### config.mk
export PLATFORM = sky130hd
export DESIGN_NAME = decoder_3_8_stream
export DESIGN_NICKNAME = d
export VERILOG_FILES = /design/src/rtl/decoder_3_8_stream.sv
export SDC_FILE = /design/constraint.sdc
export NUM_CORES = 1
export LEC_CHECK = 0
export CAP_MARGIN = 10
export CORE_MARGIN = 8
export CORE_UTILIZATION = 53
export CTS_CLUSTER_SIZE = 40
export DETAILED_ROUTE_END_ITERATION = 10
export GPL_ROUTABILITY_DRIVEN = 0
export PLACE_DENSITY_LB_ADDON = 0.3
export SLEW_MARGIN = 25
export SYNTH_ARGS = -nofsm -noshare
export SYNTH_HDL_FRONTEND = slang
export SYNTH_SLANG_ARGS = --single-unit
### constraint.sdc
create_clock -name clk -period 4.7 [get_ports clk]
set_input_delay 0.94 -clock clk [delete_from_list [all_inputs] [get_ports clk]]
set_output_delay 0.94 -clock clk [all_outputs]
set_load 0.02 [all_outputs]
### src/rtl/decoder_3_8_stream.sv
// Streaming 3-to-8 one-hot decoder: a small input FIFO feeds a registered output
// stage under valid/ready handshakes on both sides.
module decoder_3_8_stream #(
  parameter int DEPTH = 2
) (
  input  logic       clk,
  input  logic       rst_n,
  input  logic       in_valid,
  output logic       in_ready,
  input  logic [2:0] code,
  input  logic       in_none,
  output logic       out_valid,
  input  logic       out_ready,
  output logic [7:0] y,
  output logic       out_none,
  output logic [3:0] level
);

  localparam int         PTR_W    = $clog2(DEPTH);
  localparam logic [3:0] FULL_LVL = 4'(DEPTH);

  logic [3:0]       mem_q [DEPTH];
  logic [PTR_W-1:0] wr_ptr_q, wr_ptr_d;
  logic [PTR_W-1:0] rd_ptr_q, rd_ptr_d;
  logic [3:0]       level_q, level_d;
  logic             out_valid_q, out_valid_d;
  logic [7:0]       y_q, y_d;
  logic             out_none_q, out_none_d;
  logic             push, pop;
  logic [3:0]       head;

  function automatic logic [7:0] decode_line(input logic none, input logic [2:0] idx);
    if (none) return 8'h00;
    return 8'h01 << idx;
  endfunction

  // in_ready depends only on registered occupancy, so a same-cycle pop never raises it.
  assign in_ready = (level_q != FULL_LVL) && rst_n;
  assign push     = in_valid && in_ready;
  assign pop      = (level_q != 4'd0) && (!out_valid_q || out_ready);
  assign head     = mem_q[rd_ptr_q];

  always_comb begin
    wr_ptr_d    = wr_ptr_q;
    rd_ptr_d    = rd_ptr_q;
    level_d     = level_q;
    out_valid_d = out_valid_q;
    y_d         = y_q;
    out_none_d  = out_none_q;

    if (push) wr_ptr_d = wr_ptr_q + PTR_W'(1);
    if (pop)  rd_ptr_d = rd_ptr_q + PTR_W'(1);

    case ({push, pop})
      2'b10:   level_d = level_q + 4'd1;
      2'b01:   level_d = level_q - 4'd1;
      default: level_d = level_q;
    endcase

    if (pop) begin
      out_valid_d = 1'b1;
      y_d         = decode_line(head[3], head[2:0]);
      out_none_d  = head[3];
    end else if (out_valid_q && out_ready) begin
      out_valid_d = 1'b0;
    end
  end

  always_ff @(posedge clk) begin
    if (!rst_n) begin
      wr_ptr_q    <= '0;
      rd_ptr_q    <= '0;
      level_q     <= 4'd0;
      out_valid_q <= 1'b0;
      y_q         <= 8'h00;
      out_none_q  <= 1'b0;
    end else begin
      wr_ptr_q    <= wr_ptr_d;
      rd_ptr_q    <= rd_ptr_d;
      level_q     <= level_d;
      out_valid_q <= out_valid_d;
      y_q         <= y_d;
      out_none_q  <= out_none_d;
    end
  end

  // Storage is left unreset; pointers and level gate every observable read.
  always_ff @(posedge clk) begin
    if (push) mem_q[wr_ptr_q] <= {in_none, code};
  end

  assign out_valid = out_valid_q;
  assign y         = y_q;
  assign out_none  = out_none_q;
  assign level     = level_q;

endmodule

Word level (Yosys, flattened, before mapping) --
Memory sizes are Yosys's and may differ from the RTL's. A register that Yosys moved wholly into a read port is not among the register bits. Cells that the tools add are included.
Operators by class: eq/ne operators 3, shift operators 1, muxes and demuxes 11, add/subtract/negate cells 4, reduce and logical (&&, ||, !) cells 9
Operators by type and width (count):
- 8-bit two-way mux | 2
- 1-bit two-way mux | 8
- 4-bit case mux with 2 select lines | 1
- 1-bit by 3-bit left shift with 8-bit output, first input constant | 1
- 4-bit by 1-bit adder with 4-bit output, second input constant | 1
- 1-bit logical AND | 4
- 4-bit by 2-bit != test with 1-bit output, second input constant | 1
- 2-bit nonzero test | 2
- 4-bit nonzero test | 1
- 4-bit by 1-bit subtractor with 4-bit output, second input constant | 1
- 1-bit adder, second input constant | 2
- 2-bit by 1-bit == test with 1-bit output, second input constant | 1
- 2-bit == test, second input constant | 1
- 1-bit logical NOT | 1
- 1-bit logical OR | 1
Storage, ports and cells: RAM bits 8, memories 1, bits of input ports 8, output and inout bits 15, register bits 16
Memory list:
- mem_q | words 2, bits a word 4, rd ports 1, clocked after Yosys merged registers in 1, write ports 1, RTL line 22 | logic [3:0] mem_q [DEPTH];

Logic depth before layout (Yosys ltp) --
Gate-level depths: netlist of run 1.
depth after elaboration 5, depth in mapped cells 12, mapped depth without buffers 10

Least setup slack after synthesis of run 1 --
Ideal clock, no wire load.
path kind input to register, start input rst_n, end register level_q[2], in the netlist level[2], path slack 1583 ps, arrival 3041 ps, data required time 4624 ps, library setup time 76 ps, buffers on the path 0, stages on the path 9, cells stage by stage a21boi_0 nand2_1 ha_1 xor2_1 ha_1 a21oi_1 xor2_1 or3_1 a21boi_0
On the way: longest elaborated chain between the ends 4
RTL lines:
- start: declaration | RTL line 7 | input logic rst_n,
- 1-bit logical AND | RTL line 38 | assign in_ready = (level_q != FULL_LVL) && rst_n;
- 1-bit logical AND | RTL line 39 | assign push = in_valid && in_ready;
- 2-bit by 1-bit == test with 1-bit output or 2-bit == test (tied branches) | RTL line 54 | case ({push, pop})
- 4-bit case mux with 2 select lines or 2-bit nonzero test (tied branches)
- end signal: assignment | RTL line 80 | level_q <= level_d;
- end: declaration | RTL line 25 | logic [3:0] level_q, level_d;
Several ways; a longest one is shown, not always the timed one. A chain may end at the register's enable or synchronous reset.

Worst setup path after layout of run 1 --
start input rst_n, end output in_ready
On the way: longest elaborated chain between the ends 1
RTL lines:
- 1-bit logical AND | RTL line 38
- end: declaration | RTL line 9 | output logic in_ready,
Every way passes these cells.

==> impl_metrics.ini, run 1 <==
[sta]
max_freq_ghz = 0.270
maxSlewViolCount = 0
rsz0062_at_grt = false
finalSetupViolCount = 0
holdWs_ps = 458
period_share = 0.787
slew_headroom = 0.642
setup-tns-final_ps = 0
final.setup_skew_ps = 4.49
timing.final.hold_violations = 0
period_minus_slack_ps = 3700
worstMarginPinSlew_ps = 535

[cts]
cts-resized-gates = 0
cts_buffers = 3
ctsHoldBuffers = 0
clock_latency_ps = 310
cts_root_buf = clkbuf_4
clockBufferDepth = 2
numClockSinks = 25
post_cts_buffers = 0
clk_pin_slew_ps = 130
htree_levels = 1
cts_tree = built

[floorplan]
core-area_um2 = 2130
start_util = 0.544
rows = 17
die_h_um = 62.7
die_x_um = 62.7
dieArea_um2 = 3940
num_io_pins = 23

[global_routing]
grt_max_degree = 20
grt_pass1_vias = 868
met3_usage = 0.0287
grt_pass1_wl_um = 3640
grt-ovfl-total = 0
use_met1 = 0.111
grt_usage = 0.109
grtUsageMet2 = 0.203
top_usage_layer = met2
antenna_found_initial = 0

[setup_path]
cp_num_buf_inv = 2
cp.depth = 3
path_class = in2out
cp.required_ps = 3760
crit_path_cell_trace = clkdlybuf4s50_1 > a21boi_0 > clkdlybuf4s50_1
worstPathMaxFanout = 19
crit_path_end_kind = output port
crit_top_cell = clkdlybuf4s50_1
critPathMaxStageDelay_ps = 810
cp.arrival_ps = 2760
path_delay_family = buffers and inverters
critPathSlowestCell = clkdlybuf4s50_1
rr_worst_depth = 10
start_kind = input pin

[power_and_ir_drop]
ir_drop_mv = 0.366
power.density_nw_per_um2 = 546
p_leak_uw = 0.000517

[finish]
n_antenna_cell = 0
area_growth_pct = 20.8
stdcell_area_um2 = 1400
layout_commonest_cell = clkdlybuf4s50_1
final_nets = 145
final_util = 0.657
layout-drive-gt1-share = 0.0526
final_cell_mix = 22 x clkdlybuf4s50_1, 17 x dfxtp_1, 14 x nand2_1

[synthesis]
synth_nets = 122
synth_cells = 111
yosys_warnings = 0
async_flop_share = 0
synth_top_flop_cell = dfxtp_1
synth_cell_types = 34
yosysSeqAreaShare = 0.502
ys_ff_latch = 25
syn_avg_cell_area_um2 = 10.4
synth_enable_flop_cells = 8
syn-cell-area_um2 = 1160

[job]
cap_viol_max_count = 0

[detailed_routing]
routed_wl_um = 2080
first_pass_iters = 4
drt_iter0_drc = 12
viasPerCell = 5.35
vias = 861
drc_errors = 0
wl_per_cell_um = 12.9
ant_nets = 0

[worst_hold_path]
worstHoldPathType = reg2reg
whs_path_depth = 2

[status]
status = complete, no violations

[place]
portBuffers = 22
place_area_um2 = 1370
place_hpwl_um = 1600
[final cells by class]
type                            count  area (um2)
Fill cell                         173         729
Sequential cell                    25         581
Multi-Input combinational cell     78         519
Timing Repair Buffer               22         220
Tap cell                           28        35.0
Clock buffer                        3        22.5
Inverter                            4        15.0
Clock inverter                      1        5.00
[worst reg2reg max path, cell delays in order (launching register included)]
cell      delay, ps
dfxtp_1         490
nor3_1          100
a21boi_0        290
nand2_1         180
ha_1            280
xor2_1          170
ha_1            180
a21oi_1         140
xor2_1          100
or3_1           310
a21boi_0        160
[flip-flops by register name (all words and copies together), names as in the netlist, named ones only]
register,cells
mem_q,8
y,8
wr_ptr_q,1
rd_ptr_q,1
out_none,1
level,4
out_valid,1
[report_power, final]
group | total (uW) | switching [uW] | leakage [uW] | internal [uW]
clock | 92.8 | 61.1 | 0.0000177 | 31.8
combinational | 359 | 187 | 0.000287 | 172
sequential | 311 | 47.3 | 0.000213 | 264
total | 763 | 295 | 0.000517 | 467
[cell usage after synthesis, types with 2 or more instances]
cell type	n	area (um2)
dfxtp_1	17	340
o21ai_0	2	10.0
a21boi_0	3	22.5
nor3_1	3	15.0
mux2i_1	4	40.0
a32oi_1	2	17.5
or3_1	9	56.3
xnor2_1	2	17.5
xor2_1	2	17.5
inv_1	3	11.3
nand2_1	14	52.6
nor2_1	6	22.5
a21boi_1	8	60.1
ha_1	3	37.5
and2_1	3	18.8
nand2b_1	3	18.8
edfxtp_1	8	240
a21oi_1	3	15.0
[layer usage]
metal	vias to the layer above	wire [um]
li1	436	-
met2	17	1080
met1	404	880
met4	0	28
met5	-	0
met3	4	93
[path summary, 6_finish.rpt]
path / slack (ps) / end / start
setup / recovery: 1000 / in_ready / rst_n
hold / removal: 460 / y[1] / y[1]
setup reg to reg: 2230 / level[2] / level[0]
hold reg to reg: 460 / y[1] / y[1]
[through the flow]
| step | instances | setup WS, ps | total power [uW] |
|---|---|---|---|
| global placement | 157 | 1040 | 660 |
| global route | 161 | 876 | 823 |
| detailed placement | 157 | 1000 | 674 |
| floorplan | 111 | 1580 | 605 |
| finish | 161 | 999 | 763 |
| CTS | 161 | 990 | 770 |
[kinds of logic after synthesis]
logic type	count (synthesis)	share of synthesized area
fa+ha+maj	3	0.0324
compound gates	23	0.145
flops	25	0.502
simple gates	44	0.206
buf+inv	8	0.0497
xor+xnor	4	0.0303
mux	4	0.0346
No activity file was read; power rests on OpenSTA's default activity.
==> run 2: changes to the inputs <==
--- a/config.mk
+++ b/config.mk
@@ -7,7 +7,7 @@
 export LEC_CHECK = 0
 export CAP_MARGIN = 10
 export CORE_MARGIN = 8
-export CORE_UTILIZATION = 53
+export CORE_UTILIZATION = 50
 export CTS_CLUSTER_SIZE = 40
 export DETAILED_ROUTE_END_ITERATION = 10
 export GPL_ROUTABILITY_DRIVEN = 0
==> constraint.sdc (replaced) <==
create_clock -name clk -period 3.64 [get_ports clk]
set_input_delay 0.728 -clock clk [delete_from_list [all_inputs] [get_ports clk]]
set_output_delay 0.728 -clock clk [all_outputs]
set_load 0.02 [all_outputs]
==> run 2 against run 1 <==
Hold slack better by 1.1 ps. Critical endpoint unchanged. Critical path depth stayed put. Non-clock buffer count is 1 higher. Sequential power is 29% higher. Global-route usage is 0.85 points lower. Final area is 0.54% higher. Die area is 4.4% higher. Combinational power is 28% higher. Clock power is 28% higher. Setup slack worse by 230 ps. Clock-buffer cell count stayed put.
==> impl_metrics.ini, run 2 (synthesized netlist as in run 1, its figures left out) <==
[status]
status = complete, no violations

[sta]
finalSetupViolCount = 0
worstMarginPinSlew_ps = 395
timing.final.hold_violations = 0
period_minus_slack_ps = 2870
slew_headroom = 0.736
final.setup_skew_ps = 1.72
period_share = 0.788
setup_ws_ps = 772
maxSlewViolCount = 0
rsz0062_at_grt = false
setup-tns-final_ps = 0
max_freq_ghz = 0.349

[cts]
cts-resized-gates = 0
clock_latency_ps = 300
cts_tree = built
htree_levels = 1
clk_pin_slew_ps = 130
cts_buffers = 3
cts_root_buf = clkbuf_4
numClockSinks = 25
post_cts_buffers = 0
clockBufferDepth = 2
ctsHoldBuffers = 0

[floorplan]
dieArea_um2 = 4110
num_io_pins = 23
start_util = 0.528
rows = 17
die_h_um = 64.1
die_x_um = 64.1
core-area_um2 = 2190

[finish]
n_antenna_cell = 0
layout-drive-gt1-share = 0.0597
layout_commonest_cell = clkdlybuf4s50_1
stdcell_area_um2 = 1410
stdcell_count = 162
final_cell_mix = 22 x clkdlybuf4s50_1, 17 x dfxtp_1, 14 x nand2_1
final_nets = 146
area_growth_pct = 21.4

[global_routing]
antenna_found_initial = 0
met3_usage = 0.0401
grt_pass1_wl_um = 3420
use_met1 = 0.115
grt_max_degree = 19
top_usage_layer = met2
grt_pass1_vias = 798
grt-ovfl-total = 0
grt_usage = 0.101
grtUsageMet2 = 0.169

[worst_hold_path]
whs_path_depth = 2
min_from = y[3]
whs_endpoint = y[3]
worstHoldPathType = reg2reg

[setup_path]
r2r_slack_ps = 1180
r2r-start = level[1]
path_class = in2out
crit_path_end_kind = output port
worstPathMaxFanout = 3
r2r-end = level[2]
cp.arrival_ps = 2140
rr_worst_depth = 10
cp.required_ps = 2910
start_kind = input pin

[power_and_ir_drop]
power.density_nw_per_um2 = 697
p_leak_uw = 0.000522
ir_drop_mv = 0.476
total_power_uw = 979

[detailed_routing]
vias = 850
routed_wl_um = 1980
ant_nets = 0
drt_iter0_drc = 19
viasPerCell = 5.25
drc_errors = 0
first_pass_iters = 6
wl_per_cell_um = 12.2

[place]
portBuffers = 22
preCtsSetupSlack_ps = 566
place_hpwl_um = 1530
place_inst = 158
place_area_um2 = 1380

[job]
cap_viol_max_count = 0
[run 2: area by class of cell]
| class | instances | area (um2) |
|---|---|---|
| Sequential cell | 25 | 581 |
| Tap cell | 28 | 35.0 |
| Timing Repair Buffer | 23 | 228 |
| Clock buffer | 3 | 22.5 |
| Fill cell | 183 | 786 |
| Multi-Input combinational cell | 78 | 519 |
| Inverter | 4 | 15.0 |
| Clock inverter | 1 | 5.00 |
[run 2: worst max-delay path by stage]
stage / end / from / cells after the start
global route: in_ready / rst_n / 3
CTS: in_ready / rst_n / 3
global placement: level[2] / rst_n / 10
floorplan: level[2] / rst_n / 9
detailed placement: level[2] / rst_n / 10
finish: in_ready / rst_n / 3
[run 2: where the power goes]
group,internal (uW),leakage (uW),switching [uW]
clock,41.0,0.0000177,78.4
sequential,340,0.000213,60.6
combinational,223,0.000292,235
[run 2: metal layers]
metal,part of all wire,wire (um)
met5,0,0
met4,0.0071,14
met3,0.065,128
met2,0.47,922
met1,0.46,915
[run 2: through the flow]
step                hold WS, ps  utilization
finish                      459        0.641
detailed placement          443        0.629
global route                487        0.641
global placement            438        0.629
CTS                         461        0.641
floorplan                   446            -
[run 2: worst max-delay path, stage by stage]
cell             delay, ps
clkdlybuf4s50_1        470
a21boi_0               260
clkdlybuf4s50_1        680
